### config.mk
export PLATFORM = sky130hd
export DESIGN_NAME = ex_trap_plic_flat
export DESIGN_NICKNAME = d
export VERILOG_FILES = /design/src/rtl/ex_trap_plic_if.sv /design/src/rtl/ex_trap_plic.sv /design/src/flat_wrapper.sv
export SDC_FILE = /design/constraint.sdc
export NUM_CORES = 1
export LEC_CHECK = 0
export ABC_AREA = 1
export BUFFER_PORTS_ARGS = -buffer_cell sky130_fd_sc_hd__buf_2
export CORE_MARGIN = 8
export CORE_UTILIZATION = 50
export DETAILED_ROUTE_END_ITERATION = 10
export PLACE_DENSITY_LB_ADDON = 0.2
export REMOVE_ABC_BUFFERS = 1
export SLEW_MARGIN = 10
export SYNTH_ARGS = -nofsm -noshare
export SYNTH_HDL_FRONTEND = slang
export SYNTH_SLANG_ARGS = --single-unit
### constraint.sdc
create_clock -name clk -period 17.5 [get_ports clk]
set_input_delay 1.75 -clock clk [delete_from_list [all_inputs] [get_ports clk]]
set_output_delay 1.75 -clock clk [all_outputs]
set_load 0.02 [all_outputs]
### src/rtl/ex_trap_plic_if.sv
// AXI4-Lite configuration port of the external-interrupt controller.
// The slave side is ex_trap_plic; the master side is the system bus or a bench.
interface ex_trap_plic_if;
    logic [31:0] awaddr;
    logic [2:0]  awprot;
    logic        awvalid;
    logic        awready;
    logic [31:0] wdata;
    logic [3:0]  wstrb;
    logic        wvalid;
    logic        wready;
    logic [1:0]  bresp;
    logic        bvalid;
    logic        bready;
    logic [31:0] araddr;
    logic [2:0]  arprot;
    logic        arvalid;
    logic        arready;
    logic [31:0] rdata;
    logic [1:0]  rresp;
    logic        rvalid;
    logic        rready;

    modport master (
        output awaddr, awprot, awvalid, wdata, wstrb, wvalid, bready,
               araddr, arprot, arvalid, rready,
        input  awready, wready, bresp, bvalid, arready, rdata, rresp, rvalid
    );

    modport slave (
        input  awaddr, awprot, awvalid, wdata, wstrb, wvalid, bready,
               araddr, arprot, arvalid, rready,
        output awready, wready, bresp, bvalid, arready, rdata, rresp, rvalid
    );
endinterface

### src/rtl/ex_trap_plic.sv
// External-interrupt controller: synchronises CH_NUM lines, arbitrates by priority
// above a threshold, raises one trap to the core and tracks a single in-service claim.
module ex_trap_plic #(
    parameter int CH_NUM = 8,
    parameter int PRIO_W = 3
) (
    input  logic              clk,
    input  logic              rst,
    input  logic [CH_NUM-1:0] irq_i,
    output logic              trap_valid_o,
    input  logic              trap_ready_i,
    output logic [4:0]        claim_id_o,
    ex_trap_plic_if.slave     plic_axi
);
    if (CH_NUM < 1 || CH_NUM > 24 || PRIO_W < 1 || PRIO_W > 8) begin : g_cfg_err
        $error("ex_trap_plic: CH_NUM must be 1..24 and PRIO_W 1..8");
    end

    localparam logic [5:0] A_PENDING = 6'h00;
    localparam logic [5:0] A_ENABLE  = 6'h01;
    localparam logic [5:0] A_MODE    = 6'h02;
    localparam logic [5:0] A_THRESH  = 6'h03;
    localparam logic [5:0] A_CLAIM   = 6'h04;
    localparam logic [5:0] A_PRIO    = 6'h08;

    logic [CH_NUM-1:0] sync1, sync2, sync3, pending, enable, mode;
    logic [PRIO_W-1:0] threshold;
    logic [PRIO_W-1:0] prio [CH_NUM];
    logic              busy, best_hit, accept, complete, wr_fire, rd_fire;
    logic [4:0]        claim_id, best_id, best_id_q;
    logic [5:0]        wr_idx, rd_idx;
    logic [31:0]       rd_mux;
    logic              unused_ok;

    assign wr_fire  = plic_axi.awvalid && plic_axi.wvalid && !plic_axi.bvalid;
    assign rd_fire  = plic_axi.arvalid && !plic_axi.rvalid;
    assign wr_idx   = plic_axi.awaddr[7:2];
    assign rd_idx   = plic_axi.araddr[7:2];

    assign plic_axi.awready = wr_fire;
    assign plic_axi.wready  = wr_fire;
    assign plic_axi.arready = rd_fire;
    assign plic_axi.bresp   = 2'b00;
    assign plic_axi.rresp   = 2'b00;

    assign accept     = trap_valid_o && trap_ready_i;
    assign complete   = wr_fire && (wr_idx == A_CLAIM) && busy && (plic_axi.wdata[4:0] == claim_id);
    assign claim_id_o = claim_id;

    // Strict '>' keeps the earliest (lowest ID) channel on priority ties.
    always_comb begin
        logic [PRIO_W-1:0] best_prio;
        best_hit  = 1'b0;
        best_id   = '0;
        best_prio = '0;
        for (int i = 0; i < CH_NUM; i++) begin
            if (pending[i] && enable[i] && (prio[i] > threshold) &&
                (!best_hit || (prio[i] > best_prio))) begin
                best_hit  = 1'b1;
                best_id   = 5'(i + 1);
                best_prio = prio[i];
            end
        end
    end

    always_comb begin
        rd_mux = '0;
        case (rd_idx)
            A_PENDING: rd_mux[CH_NUM-1:0] = pending;
            A_ENABLE:  rd_mux[CH_NUM-1:0] = enable;
            A_MODE:    rd_mux[CH_NUM-1:0] = mode;
            A_THRESH:  rd_mux[PRIO_W-1:0] = threshold;
            A_CLAIM:   rd_mux[4:0]        = claim_id;
            default: begin
                for (int i = 0; i < CH_NUM; i++) begin
                    if (rd_idx == A_PRIO + 6'(i)) rd_mux[PRIO_W-1:0] = prio[i];
                end
            end
        endcase
    end

    // NOTE: the register file is tiny and must read back 0 after reset, so the PRIO array is reset too.
    always_ff @(posedge clk or posedge rst) begin
        if (rst) begin
            enable          <= '0;
            mode            <= '0;
            threshold       <= '0;
            for (int i = 0; i < CH_NUM; i++) prio[i] <= '0;
            plic_axi.bvalid <= 1'b0;
            plic_axi.rvalid <= 1'b0;
            plic_axi.rdata  <= '0;
        end else begin
            if (wr_fire) begin
                plic_axi.bvalid <= 1'b1;
                case (wr_idx)
                    A_ENABLE: enable    <= plic_axi.wdata[CH_NUM-1:0];
                    A_MODE:   mode      <= plic_axi.wdata[CH_NUM-1:0];
                    A_THRESH: threshold <= plic_axi.wdata[PRIO_W-1:0];
                    default: begin
                        for (int i = 0; i < CH_NUM; i++) begin
                            if (wr_idx == A_PRIO + 6'(i)) prio[i] <= plic_axi.wdata[PRIO_W-1:0];
                        end
                    end
                endcase
            end else if (plic_axi.bready) begin
                plic_axi.bvalid <= 1'b0;
            end

            if (rd_fire) begin
                plic_axi.rvalid <= 1'b1;
                plic_axi.rdata  <= rd_mux;
            end else if (plic_axi.rready) begin
                plic_axi.rvalid <= 1'b0;
            end
        end
    end

    always_ff @(posedge clk or posedge rst) begin
        if (rst) begin
            sync1        <= '0;
            sync2        <= '0;
            sync3        <= '0;
            pending      <= '0;
            busy         <= 1'b0;
            claim_id     <= '0;
            best_id_q    <= '0;
            trap_valid_o <= 1'b0;
        end else begin
            sync1 <= irq_i;
            sync2 <= sync1;
            sync3 <= sync2;
            for (int i = 0; i < CH_NUM; i++) begin
                if (!mode[i])                             pending[i] <= sync2[i];
                else if (sync2[i] && !sync3[i])           pending[i] <= 1'b1;
                else if (accept && best_id_q == 5'(i + 1)) pending[i] <= 1'b0;
            end
            // Completion is applied first so a coinciding acceptance wins the claim.
            if (complete) begin
                busy     <= 1'b0;
                claim_id <= '0;
            end
            if (accept) begin
                busy     <= 1'b1;
                claim_id <= best_id_q;
            end
            // NOTE: busy is only set on this edge, so the acceptance itself must also drop valid.
            trap_valid_o <= best_hit && !busy && !accept;
            best_id_q    <= best_id;
        end
    end

    assign unused_ok = ^{plic_axi.awaddr, plic_axi.araddr, plic_axi.awprot, plic_axi.arprot,
                         plic_axi.wstrb, plic_axi.wdata};
endmodule

### src/flat_wrapper.sv
// flat-port wrapper written by rule: the top's interface ports become plain ports
module ex_trap_plic_flat 
#(
    parameter int CH_NUM = 8,
    parameter int PRIO_W = 3
)
  (clk, rst, irq_i, trap_valid_o, trap_ready_i, claim_id_o, plic_axi_awaddr, plic_axi_awprot, plic_axi_awvalid, plic_axi_wdata, plic_axi_wstrb, plic_axi_wvalid, plic_axi_bready, plic_axi_araddr, plic_axi_arprot, plic_axi_arvalid, plic_axi_rready, plic_axi_awready, plic_axi_wready, plic_axi_bresp, plic_axi_bvalid, plic_axi_arready, plic_axi_rdata, plic_axi_rresp, plic_axi_rvalid);
  ex_trap_plic_if plic_axi_i ();
  input  logic clk;
  input  logic rst;
  input  logic [CH_NUM-1:0] irq_i;
  output logic trap_valid_o;
  input  logic trap_ready_i;
  output logic [4:0] claim_id_o;
  input wire logic [$bits(plic_axi_i.awaddr)-1:0] plic_axi_awaddr;
  input wire logic [$bits(plic_axi_i.awprot)-1:0] plic_axi_awprot;
  input wire logic [$bits(plic_axi_i.awvalid)-1:0] plic_axi_awvalid;
  input wire logic [$bits(plic_axi_i.wdata)-1:0] plic_axi_wdata;
  input wire logic [$bits(plic_axi_i.wstrb)-1:0] plic_axi_wstrb;
  input wire logic [$bits(plic_axi_i.wvalid)-1:0] plic_axi_wvalid;
  input wire logic [$bits(plic_axi_i.bready)-1:0] plic_axi_bready;
  input wire logic [$bits(plic_axi_i.araddr)-1:0] plic_axi_araddr;
  input wire logic [$bits(plic_axi_i.arprot)-1:0] plic_axi_arprot;
  input wire logic [$bits(plic_axi_i.arvalid)-1:0] plic_axi_arvalid;
  input wire logic [$bits(plic_axi_i.rready)-1:0] plic_axi_rready;
  output wire logic [$bits(plic_axi_i.awready)-1:0] plic_axi_awready;
  output wire logic [$bits(plic_axi_i.wready)-1:0] plic_axi_wready;
  output wire logic [$bits(plic_axi_i.bresp)-1:0] plic_axi_bresp;
  output wire logic [$bits(plic_axi_i.bvalid)-1:0] plic_axi_bvalid;
  output wire logic [$bits(plic_axi_i.arready)-1:0] plic_axi_arready;
  output wire logic [$bits(plic_axi_i.rdata)-1:0] plic_axi_rdata;
  output wire logic [$bits(plic_axi_i.rresp)-1:0] plic_axi_rresp;
  output wire logic [$bits(plic_axi_i.rvalid)-1:0] plic_axi_rvalid;
  assign plic_axi_i.awaddr = plic_axi_awaddr;
  assign plic_axi_i.awprot = plic_axi_awprot;
  assign plic_axi_i.awvalid = plic_axi_awvalid;
  assign plic_axi_i.wdata = plic_axi_wdata;
  assign plic_axi_i.wstrb = plic_axi_wstrb;
  assign plic_axi_i.wvalid = plic_axi_wvalid;
  assign plic_axi_i.bready = plic_axi_bready;
  assign plic_axi_i.araddr = plic_axi_araddr;
  assign plic_axi_i.arprot = plic_axi_arprot;
  assign plic_axi_i.arvalid = plic_axi_arvalid;
  assign plic_axi_i.rready = plic_axi_rready;
  assign plic_axi_awready = plic_axi_i.awready;
  assign plic_axi_wready = plic_axi_i.wready;
  assign plic_axi_bresp = plic_axi_i.bresp;
  assign plic_axi_bvalid = plic_axi_i.bvalid;
  assign plic_axi_arready = plic_axi_i.arready;
  assign plic_axi_rdata = plic_axi_i.rdata;
  assign plic_axi_rresp = plic_axi_i.rresp;
  assign plic_axi_rvalid = plic_axi_i.rvalid;
  ex_trap_plic #(.CH_NUM(CH_NUM), .PRIO_W(PRIO_W)) u_core (.clk(clk), .rst(rst), .irq_i(irq_i), .trap_valid_o(trap_valid_o), .trap_ready_i(trap_ready_i), .claim_id_o(claim_id_o), .plic_axi(plic_axi_i));
endmodule
==> results.cfg <==
[run]
max-cap-violations = 0

[power_and_ir_drop]
vdd_drop_max_mv = 0.0719
p_per_area_nw_per_um2 = 85.9
total_power_uw = 546
p_leak_nw = 3.17

[logic_synthesis]
ys_types = 37
synth_warnings = 0
syn_area_per_cell_um2 = 7.93
ys_seq_area_frac = 0.415
syn_area_um2 = 5730
synth_seq_cells = 95
synthCells = 722

[placement]
dp_cells = 911
dp_slack_ns = 8.45
gp_congestion = 0.879
io_buffers = 53
dpl.hpwl_um = 11400

[finish]
n_antenna_cell = 0
drive_above_1_share = 0.130
final_cells = 927
synthToLayoutAreaGrowth_pct = 10.9
nNetsFinal = 946

[detailed_routing]
wl_um = 14900
routedWlPerCell_um = 16.1
vias = 4909
vias_per_cell = 5.30
drtIter0Drc = 309
ant_nets = 0
first_pass_iters = 5
drc_errors = 0

[timing]
hold_viol = 0
fmax_ghz = 0.110
hold_ws_ns = 0.348
slew_headroom = 0.404
fin_crit_sh = 0.518
fin_setup_tns_ns = 0
drv_slew = 0
report.final.setup_viol = 0
min_period_ns = 9.07
clock_skew_ns = 0.00562
rsz0062_at_grt = no
worst_slack_ns = 8.43
worst-slew-pin-transition_ns = 0.894

[worst_setup_path]
cp-end-kind = flip-flop
worstPathRequired_ns = 17.74
r2r_setup_slack_ns = 8.43
slowest_delay_ns = 0.41
cpMaxStageDelayCell = dfrtp_1
crit_path_max_fanout = 8
crit_path_start_kind = flip-flop
crit_path_frequent_cell = nand2_1
worstPathArrival_ns = 9.31
crit_type = flip-flop to flip-flop

[global_routing]
grt_pass1_wl_um = 24300
grt_pass1_vias = 4855
grt_max_degree = 74
grtUsageTotal = 0.206
grt-ovfl-total = 0
antenna_found_initial = 0

[clock_network]
clock_latency_ns = 0.35
numCtsBuffers = 9
cts_buffer_depth = 2
cts_num_sinks = 95
cts_tree = yes
htree_levels = 3
ctsHoldBuffers = 0
path_clk_slew_ns = 0.07
root_buffer = clkbuf_16
post_cts_buffers = 0
cts_resized = 0

[floorplanning]
die_h_um = 123
die_x_um = 123
die_area_um2 = 15100
io_pins = 169
start_util = 0.506
coreArea_um2 = 11300
std_cell_rows = 39

[status]
status = finished, final reports clean

[min_path]
hold_class = flip-flop to flip-flop
-- cells in the mapped netlist (all sizes together) --
cell | instances | area [µm²]
clkinv | 4 | 15.0
and2 | 9 | 56.3
o31ai | 1 | 7.51
a211oi | 4 | 30.0
nand4 | 16 | 100
buf | 30 | 225
nand3 | 52 | 293
clkbuf | 6 | 22.5
nand3b | 2 | 15.0
a21oi | 20 | 141
nand2 | 198 | 766
o22ai | 3 | 18.8
o211ai | 4 | 30.0
dfrtp | 95 | 2380
conb | 1 | 3.75
nor2 | 44 | 175
nor3 | 12 | 65.1
o21ai | 71 | 355
a32o | 4 | 40.0
o221ai | 3 | 26.3
o2111ai | 2 | 17.5
ha | 45 | 563
inv | 92 | 345
nor4 | 1 | 6.26
o41ai | 1 | 16.3
a22oi | 2 | 15.0
-- sequential cells by signal, summed over array words and instances (netlist names) --
signal                  flops
u_core.trap_valid_o         1
u_core.threshold            3
u_core.best_id_q            4
u_core.prio                24
u_core.sync2                8
u_core.pending              8
u_core.plic_axi.rvalid      1
u_core.busy                 1
u_core.enable               8
u_core.claim_id_o           4
u_core.sync1                8
u_core.mode                 8
u_core.plic_axi.rdata       8
u_core.sync3                8
u_core.plic_axi.bvalid      1
-- layout by cell type (no fill, tap or decap), types with 4 or more instances in the layout --
cell type / synthesis / layout
clkinv_1: 4 / 4
o211ai_1: 4 / 4
nand2_2: 6 / 6
nand3_2: 4 / 4
a32o_1: 4 / 4
nor2_1: 42 / 42
a211oi_1: 4 / 4
and2_1: 9 / 9
nor3_1: 11 / 11
conb_1: 1 / 29
clkbuf_16: 0 / 9
o21ai_0: 70 / 70
inv_1: 84 / 83
nand2_1: 191 / 191
a21oi_2: 5 / 5
inv_2: 8 / 8
dfrtp_1: 95 / 95
ha_1: 45 / 45
buf_2: 0 / 53
nand3_1: 47 / 47
a21oi_1: 13 / 13
nand4_1: 16 / 16
-- final cells by class --
type                            count  area, µm²
Fill cell                        1038       4970
Multi-Input combinational cell    523       2850
Timing Repair Buffer               54        273
Tap cell                          143        179
Inverter                           96        363
Clock buffer                       10        239
Clock inverter                      6       73.8
Sequential cell                    95       2380
-- worst paths after layout --
path	start	end	cells past startpoint
worst max-delay path	u_core.threshold[1]	u_core.best_id_q[0]	66
max in group asynchronous	rst	u_core.plic_axi.rvalid	3
worst min register to register	u_core.sync1[5]	u_core.sync2[5]	0
worst min-delay path	u_core.sync1[5]	u_core.sync2[5]	0
min in group asynchronous	rst	u_core.sync1[1]	2
worst max register to register	u_core.threshold[1]	u_core.best_id_q[0]	66
-- power breakdown --
part | internal (mW) | switching (mW) | total (mW) | leakage (nW)
registers | 0.233 | 0.0134 | 0.247 | 1.22
logic | 0.0320 | 0.0626 | 0.0945 | 1.80
clock network | 0.117 | 0.0877 | 0.204 | 0.154
total | 0.382 | 0.164 | 0.546 | 3.17
-- metrics by stage --
stage	cell area (µm²)	utilization
6_report	6350	0.561
4_1_cts	6350	0.561
3_5_place_dp	6040	0.533
3_3_place_gp	6040	0.533
5_1_grt	6350	0.561
2_1_floorplan	5580	-
-- metal layers --
layer / share of wire / GRT usage
met5: 0 / 0
met4: 0.026 / 0.0918
met3: 0.056 / 0.0265
met2: 0.48 / 0.344
met1: 0.43 / 0.264
-- logic make-up after synthesis --
kind of cell | count (synthesis) | synth area share
flops | 95 | 0.415
compound gates | 115 | 0.122
fa+ha+maj | 45 | 0.0983
buf+inv | 132 | 0.106
simple gates | 334 | 0.258
other cells | 1 | 0.000655
-- worst max-delay path, delay by kind of cell, from the launching register on --
kind / cells / cell delay [ns]
flip-flops: 1 / 0.41
adder cells (fa/ha/maj): 8 / 2.48
AO/OA/AOI/OAI: 12 / 1.72
AND/OR/NAND/NOR: 37 / 3.42
buffers and inverters: 9 / 0.94
Power figures use the tool's default switching activity.
